--- src/rtl/i2c_scl_phase_gen.sv ---
// I2C SCL/data-clock phase generator: four programmable quarters per SCL period,
// phase strobes, slave clock-stretch detection with a masked window and a stretch timeout.
module i2c_scl_phase_gen #(
  parameter int DIV_W        = 16,
  parameter int TO_W         = 20,
  parameter int STRETCH_MASK = 2
) (
  input  logic             clk,
  input  logic             rst,
  input  logic             en,
  input  logic [DIV_W-1:0] div,
  input  logic [TO_W-1:0]  stretch_to,
  input  logic             scl_in,
  output logic             scl_clk,
  output logic             data_clk,
  output logic [1:0]       phase,
  output logic             stretch_range,
  output logic             period_tick,
  output logic             data_rise_tick,
  output logic             scl_rise_tick,
  output logic             data_fall_tick,
  output logic             stretching,
  output logic             timeout_err,
  output logic             busy
);

  localparam logic [1:0] S_IDLE    = 2'd0;
  localparam logic [1:0] S_RUN     = 2'd1;
  localparam logic [1:0] S_STRETCH = 2'd2;
  localparam logic [1:0] S_TIMEOUT = 2'd3;

  logic [1:0]       state_q, state_d;
  logic [1:0]       phase_q, phase_d;
  logic [DIV_W-1:0] qcnt_q, qcnt_d;
  logic [DIV_W-1:0] div_q, div_d;
  logic [TO_W-1:0]  scnt_q, scnt_d;
  logic             timeout_q, timeout_d;
  logic [3:0]       tick_q, tick_d;
  logic             scl_q, scl_d;
  logic             data_q, data_d;
  logic             range_q, range_d;
  logic             stretching_q, stretching_d;
  logic             busy_q, busy_d;

  logic [DIV_W-1:0] div_eff;
  logic             q_end;
  logic             stretch_req;
  logic             advance;
  logic             run_like;

  assign div_eff     = (div == '0) ? DIV_W'(1) : div;
  assign q_end       = (qcnt_q == div_q - DIV_W'(1));
  // The first STRETCH_MASK cycles of phase 2 hide our own SCL release still travelling through the pad.
  assign stretch_req = (phase_q == 2'd2) && (qcnt_q >= DIV_W'(STRETCH_MASK)) && !scl_in;

  always_comb begin
    state_d   = state_q;
    phase_d   = phase_q;
    qcnt_d    = qcnt_q;
    div_d     = div_q;
    scnt_d    = scnt_q;
    timeout_d = timeout_q;
    tick_d    = 4'b0000;
    advance   = 1'b0;

    case (state_q)
      S_IDLE: begin
        if (en) begin
          state_d   = S_RUN;
          phase_d   = 2'd0;
          qcnt_d    = '0;
          div_d     = div_eff;
          tick_d[0] = 1'b1;
        end
      end
      S_RUN: begin
        if (stretch_req) begin
          state_d = S_STRETCH;
          scnt_d  = TO_W'(1);
        end else begin
          advance = 1'b1;
        end
      end
      S_STRETCH: begin
        // A release in the same cycle as the timeout takes priority.
        if (scl_in) begin
          state_d = S_RUN;
          scnt_d  = '0;
          advance = 1'b1;
        end else if ((stretch_to != '0) && (scnt_q == stretch_to)) begin
          state_d   = S_TIMEOUT;
          timeout_d = 1'b1;
        end else if (scnt_q != '1) begin
          scnt_d = scnt_q + TO_W'(1);
        end
      end
      default: begin
        if (!en) begin
          state_d   = S_IDLE;
          timeout_d = 1'b0;
          phase_d   = 2'd3;
          qcnt_d    = '0;
          scnt_d    = '0;
        end
      end
    endcase

    if (advance) begin
      if (!q_end) begin
        qcnt_d = qcnt_q + DIV_W'(1);
      end else begin
        qcnt_d = '0;
        if (phase_q == 2'd3 && !en) begin
          state_d = S_IDLE;
          phase_d = 2'd3;
        end else begin
          phase_d         = phase_q + 2'd1;
          tick_d[phase_d] = 1'b1;
          if (phase_q == 2'd3) div_d = div_eff;
        end
      end
    end

    run_like     = (state_d == S_RUN) || (state_d == S_STRETCH);
    scl_d        = run_like ? phase_d[1] : 1'b1;
    data_d       = run_like ? (phase_d[1] ^ phase_d[0]) : 1'b0;
    range_d      = run_like && (phase_d == 2'd2);
    stretching_d = (state_d == S_STRETCH);
    busy_d       = (state_d != S_IDLE);
  end

  always_ff @(posedge clk) begin
    if (rst) begin
      state_q      <= S_IDLE;
      phase_q      <= 2'd3;
      qcnt_q       <= '0;
      div_q        <= DIV_W'(1);
      scnt_q       <= '0;
      timeout_q    <= 1'b0;
      tick_q       <= 4'b0000;
      scl_q        <= 1'b1;
      data_q       <= 1'b0;
      range_q      <= 1'b0;
      stretching_q <= 1'b0;
      busy_q       <= 1'b0;
    end else begin
      state_q      <= state_d;
      phase_q      <= phase_d;
      qcnt_q       <= qcnt_d;
      div_q        <= div_d;
      scnt_q       <= scnt_d;
      timeout_q    <= timeout_d;
      tick_q       <= tick_d;
      scl_q        <= scl_d;
      data_q       <= data_d;
      range_q      <= range_d;
      stretching_q <= stretching_d;
      busy_q       <= busy_d;
    end
  end

  assign scl_clk        = scl_q;
  assign data_clk       = data_q;
  assign phase          = phase_q;
  assign stretch_range  = range_q;
  assign period_tick    = tick_q[0];
  assign data_rise_tick = tick_q[1];
  assign scl_rise_tick  = tick_q[2];
  assign data_fall_tick = tick_q[3];
  assign stretching     = stretching_q;
  assign timeout_err    = timeout_q;
  assign busy           = busy_q;

endmodule

--- config.mk ---
export PLATFORM = sky130hd
export DESIGN_NAME = i2c_scl_phase_gen
export DESIGN_NICKNAME = d
export VERILOG_FILES = /design/src/rtl/i2c_scl_phase_gen.sv
export SDC_FILE = /design/constraint.sdc
export NUM_CORES = 1
export LEC_CHECK = 0
export CAP_MARGIN = 20
export CORE_AREA = 2 2 110 112
export CTS_CLUSTER_SIZE = 8
export DETAILED_ROUTE_END_ITERATION = 12
export DIE_AREA = 0 0 112 114
export SKIP_LAST_GASP = 1
export SYNTH_ARGS = -nofsm -noshare
export SYNTH_HDL_FRONTEND = slang
export SYNTH_SLANG_ARGS = --single-unit
--- constraint.sdc ---
create_clock -name clk -period 4.35 [get_ports clk]
set_input_delay 1.305 -clock clk [delete_from_list [all_inputs] [get_ports clk]]
set_output_delay 1.305 -clock clk [all_outputs]
set_load 0.05 [all_outputs]
==> results.md, run 1 <==
* Largest fanout on the critical path at 7
* Status: finished clean
* Htree depth at 3
* CTS clk-pin slew, worst paths at 0.06 ns
* Sequential share of the synthesized area at 0.2726
* Layout Utilization at 0.4903
* DR vias/cell at 6.056
* Synth top area cells: dfxtp_1 27%, nand3_1 5.0%, xor2_1 4.9%
* Worst-path cell chain: inv_1, ha_1, or3b_1, nor3_1, mux2_2, o21ai_0, nand4_2, nor2_2, a21oi_1, ha_1, nor4_1, mux2i_1
* CP dominant cell by count: ha_1
* Vias in the first global route at 4,589
* Sw frac at 0.2850
* Total track usage at 0.2235
* Iter 0 DRT Violations at 201
* Post-Synthesis Cell Area at 4847 µm²
* CTS root buf: clkbuf_16
* Area of the multi-input gates at 3214 µm²
* WS Path Type: flip-flop to flip-flop
* Reg2reg setup slack at 0.59 ns
* Period minus WS final at 3.760 ns
* Ys Warns at 0
* WP data required at 4.57 ns
* Clk_lat worst skew at 0.35 ns
* Fin. max-slew vios at 0
* Combinational share of power at 0.199
* Ant. Diodes at 0
* Post-Syn Nets at 675
* Count leader, synth: dfxtp_1
* Worst-margin pin slew at 0.8708 ns
* Avg Cell Area, Syn at 7.831 µm²
* Clk pwr share at 0.438
* Post-synth EDFFs at 0
* Reg-to-reg endpoint: scl_clk
* Max Fclk at 266.0 MHz
* # Post-CTS Setup Buffers at 0
* Core Region at 11,710 µm²
* Buf+Inv Stages, Crit Path at 1
* Max-slew headroom at 0.4195
* Ys flop type: dfxtp_1
* Hold worst-path end: scnt_q[13]
* DRC at 0
* Placer's final routability congestion estimate at 0.8666
* Antenna viol nets, final at 0
* Initial antenna violation count at 0
* P_sw at 0.0005180 W
* Asr flop ratio synth at 0
* Netlist cell types at 74
* Final worst path period share at 0.8643
* Global-route wire length before repair at 23,000 µm
* Clk buf depth at 2
* Grt ovf at 0
* Filler instances at 1,171
* Gate Count Post-Synth at 619
* Worst IR Drop VDD at 189.8 µV
* Top cell type's share of synthesized area at 0.2726
* Vias at 4,851
* Fin. Hold Viols at 0
* WL final at 14,010 µm
* Int Pwr at 0.001299 W
* Worst hold stages at 2
* Resized cells post-CTS at 0
* Hold Crit Class: flip-flop to flip-flop
* Cell Rows at 40
* R2R cell count at 12
* Die area at 12,770 µm²
* Largest net degree at the start of global routing at 60
* R2R Path Start: div_q[0]
* Wire per inst at 17.49 µm
* Crit-path leading delay family: simple AND/OR/NAND/NOR gates
* CTS sink count at 66
* DIE WIDTH at 112 µm
* Final Setup Violations at 0
* CTS tree: done
* P&R area growth vs syn at 18.46%
* Layout cells sized above 1 at 0.07187
* Layout net count at 705
* Sequential share of power at 0.363
* Hold Crit Start: scnt_q[13]
* Worst clock skew at 0.009544 ns
* Initial Utilization at 0.4139
* Crit end category: flip-flop
* CP arrival at 3.98 ns
* Register Area at 1321 µm²
* Setup TNS at 0 ns
* CTS Buf Count at 9
* Number of synthesized register bits at 66
* Die Span Y at 114 µm
* CP max-delay cell: o21ai_0
* Yosys top cell by area: dfxtp_1
* DP Wirelength at 10,040 µm
* CP Launch Type: flip-flop
* Drt pass-1 iters at 5
* # hold bufs at CTS at 0
* Total power per unit cell area at 316.5 nW/µm²
* Unrepaired setup endpoints after global routing: false
* IO buf count at 51
* Leading cell types by count after synthesis: 66 x dfxtp_1, 48 x nand3_1, 43 x nand2_1
* Static Leak at 2.055 nW
* # Max-Cap Violations at 0
* CP max stage delay at 0.55 ns
* IO Pins at 52
==> layout make-up <==
class / count / area share
clock buffers: 12 / 0.04293
clock inverters: 4 / 0.01307
inverters: 22 / 0.01438
multi-input cells: 484 / 0.5598
flip-flops and latches: 66 / 0.2301
well taps: 147 / 0.03203
repair buffers: 66 / 0.1076
==> power by group through the flow <==
stage / Sequential, W / Combinational [W] / Clock, W
after global routing: 0.000663 / 0.000398 / 0.000841
after CTS: 0.000658 / 0.000362 / 0.000816
final: 0.000659 / 0.000363 / 0.000796
after detailed placement: 0.000671 / 0.000359 / 0
after global placement: 0.000670 / 0.000355 / 0
after floorplan: 0.000680 / 0.000227 / 0
==> metal layers <==
| metal | up-vias | routed length (µm) | track usage |
|---|---|---|---|
| li1 | 2398 | - | - |
| met1 | 2312 | 6350 | 0.2784 |
| met5 | - | 0 | 0 |
| met2 | 123 | 6777 | 0.3810 |
| met3 | 18 | 633 | 0.04729 |
| met4 | 0 | 251 | 0.08618 |
==> cell families (layout without fill, tap and decap cells) <==
group	after synthesis	count (layout)	share of synthesized area
simple gates	293	293	0.3474
compound gates	122	122	0.1745
buf+inv	69	104	0.06427
flops	66	66	0.2726
xor+xnor	38	38	0.06866
fa+ha+maj	16	16	0.04130
mux	15	15	0.03123
==> tightest hold or removal path, delay by kind of cell, from the launching register on <==
| family | cells | cell delay [ns] |
|---|---|---|
| flip-flops | 1 | 0.35 |
| AND/OR/NAND/NOR | 1 | 0.08 |
| multiplexers | 1 | 0.06 |
==> sequential cells by signal, summed over array words and instances (netlist names), 2 cells and up <==
signal   flops
phase        2
state_q      2
div_q       16
tick_q       4
scnt_q      20
qcnt_q      16
==> layout by cell type (no fill, tap or decap), types with 3 or more instances in the layout <==
master           instances
a311oi_1                 5
nor4_1                  30
o32ai_1                  3
nand2b_1                 5
nand2_1                 43
nor4b_1                  3
buf_4                   15
xnor2_1                 11
mux2i_1                 14
a41oi_1                  4
a32o_1                   4
a31oi_1                 30
a21oi_1                 14
xor2_1                  27
ha_1                    16
nor2_1                  35
o21ai_0                 18
a211oi_1                 5
o22ai_1                  3
or3_1                   10
and3_1                  25
o21a_1                   5
nand3b_1                 3
and2_1                   4
clkdlybuf4s50_1         50
or4b_1                  14
a21o_1                   3
o211ai_1                 4
nand4_1                 22
a22oi_1                  4
nor2b_1                  7
nor3_1                  19
clkbuf_16                9
inv_1                   22
dfxtp_1                 66
nor3b_1                  3
nand3_1                 48
==> stage by stage <==
step / std cells / setup WS (ns) / total power, W / hold slack, ns / area (µm²)
after floorplan: 619 / 1.020 / 0.0009072 / 0.4792 / 4847
after global placement: 785 / 0.3556 / 0.001025 / 0.5178 / 5420
after global routing: 801 / 0.3329 / 0.001902 / 0.5751 / 5742
after CTS: 801 / 0.5883 / 0.001836 / 0.5378 / 5742
final: 801 / 0.5904 / 0.001817 / 0.5376 / 5742
after detailed placement: 785 / 0.2603 / 0.001031 / 0.5292 / 5420
==> worst max-delay path by stage <==
stage                   start  endpoint  slack, ns  cells after the start
6_report             div_q[0]   scl_clk       0.59                     12
5_1_grt              div_q[1]   scl_clk       0.33                     12
4_1_cts              div_q[0]   scl_clk       0.59                     12
3_5_place_dp   stretch_to[17]   scl_clk       0.26                     11
3_3_place_gp    stretch_to[6]   scl_clk       0.36                     11
2_1_floorplan          scl_in   scl_clk       1.02                     11
(Power assumes the default switching activity.)
==> inputs of run 2 (changes only) <==
- CTS_CLUSTER_SIZE: 8 -> 28
- clock period: 4.35 -> 3.98 ns (I/O delays scaled with it)
==> results.md, run 2 (same netlist as run 1, synthesis figures left out) <==
* Clk_lat worst skew at 0.33 ns
* Initial antenna violation count at 0
* Layout Utilization at 0.4902
* Wire per inst at 17.31 µm
* Clk pwr share at 0.408
* # hold bufs at CTS at 0
* Vias at 4,889
* Worst-path cell chain: clkdlybuf4s50_1, xor2_1, nor4_1, nand2_1, nor3_1, o22ai_1, a32o_1, a21oi_1, ha_1, nor4_1, mux2i_1
* IO buf count at 51
* Most flops, register: scnt_q
* CTS tree: done
* # Max-Cap Violations at 0
* Drt pass-1 iters at 5
* Most common cell after layout, fill and taps aside: dfxtp_1
* Crit end category: flip-flop
* Cell Rows at 40
* WP data required at 4.19 ns
* Combinational share of power at 0.212
* DP Cell Count at 789
* Largest net degree at the start of global routing at 59
* Grt ovf at 0
* Max-slew headroom at 0.4841
* DIE WIDTH at 112 µm
* Clk buf depth at 2
* Filler instances at 1,203
* Layout net count at 709
* Crit path from: stretch_to[17]
* Resized cells post-CTS at 0
* Max Fclk at 278.1 MHz
* Layout cells sized above 1 at 0.07915
* Final Setup Violations at 0
* DRC at 0
* CP arrival at 3.81 ns
* Total power per unit cell area at 329.7 nW/µm²
* Unrepaired setup endpoints after global routing: false
* Non-Filler Instances at 804
* IO Pins at 52
* WL final at 13,920 µm
* Iter 0 DRT Violations at 270
* Worst IR Drop VDD at 231.9 µV
* Antenna viol nets, final at 0
* Vias in the first global route at 4,619
* Die area at 12,770 µm²
* Buf+Inv Stages, Crit Path at 1
* Hold Crit Start: qcnt_q[14]
* WS Path Type: input port to flip-flop
* CP max-delay cell: clkdlybuf4s50_1
* Die Span Y at 114 µm
* Core Region at 11,710 µm²
* Static Leak at 2.072 nW
* CP max stage delay at 0.44 ns
* P&R area growth vs syn at 18.43%
* Max FFs per register at 20
* CP Launch Type: input port
* Placer's final routability congestion estimate at 0.8673
* CTS clk-pin slew, worst paths at 0.05 ns
* CTS sink count at 66
* CTS root buf: clkbuf_16
* Crit-path leading delay family: simple AND/OR/NAND/NOR gates
* Int Pwr at 0.001342 W
* Worst clock skew at 0.002763 ns
* Most frequent cells in the layout: 66 x dfxtp_1, 50 x clkdlybuf4s50_1, 48 x nand3_1, 43 x nand2_1, 35 x nor2_1
* R2R Path Start: div_q[0]
* P_sw at 0.0005505 W
* Status: finished clean
* DP Wirelength at 10,030 µm
* Leading registers by flop count: scnt_q x20, div_q x16, qcnt_q x16
* Sequential share of power at 0.380
* Global-route wire length before repair at 23,140 µm
* Total track usage at 0.2217
* Period minus WS final at 3.596 ns
* Initial Utilization at 0.4139
* Fin. Hold Viols at 0
* Worst-margin pin slew at 0.7730 ns
* Ant. Diodes at 0
* Final worst path period share at 0.9036
* CTS Buf Count at 9
* CP dominant cell by count: nor4_1
* Fin. max-slew vios at 0
* Sw frac at 0.2909
* Hold Crit Class: flip-flop to flip-flop
* Setup TNS at 0 ns
* # Post-CTS Setup Buffers at 0
* DR vias/cell at 6.081
* Htree depth at 3
* Largest fanout on the critical path at 4
-- run 2: layout make-up --
cell class                 count  area, µm²  area share
clock buffer                  13      280.3     0.04882
inverter                      22      82.58     0.01439
timing repair buffer          70      648.1      0.1129
clock inverter                 2      10.01    0.001744
tap                          147      183.9     0.03204
multi-input combinational    484       3214      0.5599
sequential                    66       1321      0.2302
-- run 2: power by group through the flow --
| stage | Sequential, W | Clock (W) | Combinational [W] |
|---|---|---|---|
| floorplan | 0.000744 | 0 | 0.000248 |
| global placement | 0.000733 | 0 | 0.000395 |
| detailed placement | 0.000734 | 0 | 0.000397 |
| CTS | 0.000719 | 0.000791 | 0.000401 |
| global route | 0.000724 | 0.000820 | 0.000442 |
| finish | 0.000719 | 0.000772 | 0.000401 |
-- run 2: metrics by stage --
step                total power (W)  worst slack (ns)  area (µm²)  hold slack, ns
floorplan                 0.0009916            0.7062        4847          0.4792
CTS                        0.001912            0.4019        5741          0.5364
global placement           0.001128           0.06200        5450          0.5207
detailed placement         0.001132           0.06560        5450          0.5281
finish                     0.001893            0.3837        5741          0.5342
global route               0.001986            0.1781        5741          0.5771
-- run 2: worst reg2reg max path, cell delays in order, from the launching register on --
cell and delay (ns):
dfxtp_1 0.37, inv_1 0.08, ha_1 0.22, nor3b_2 0.32, a21oi_1 0.13, or4bb_1 0.53, nor4_2 0.41, and4_4 0.31
o21ai_0 0.11, o31ai_1 0.14, ha_1 0.34, nor4_1 0.27, mux2i_1 0.10
-- run 2: path summary, 6_finish.rpt --
| kind | cells after the start | slack, ns | to |
|---|---|---|---|
| min reg2reg | 2 | 0.53 | qcnt_q[14] |
| max | 11 | 0.38 | scl_clk |
| min | 2 | 0.53 | qcnt_q[14] |
| max reg2reg | 12 | 0.52 | scl_clk |
-- run 2: metal layers --
metal / share of wire / GRT usage / up-vias
li1: - / - / 2411
met1: 0.46 / 0.2852 / 2338
met2: 0.48 / 0.3758 / 124
met3: 0.045 / 0.04038 / 16
met4: 0.017 / 0.07724 / 0
met5: 0 / 0 / -
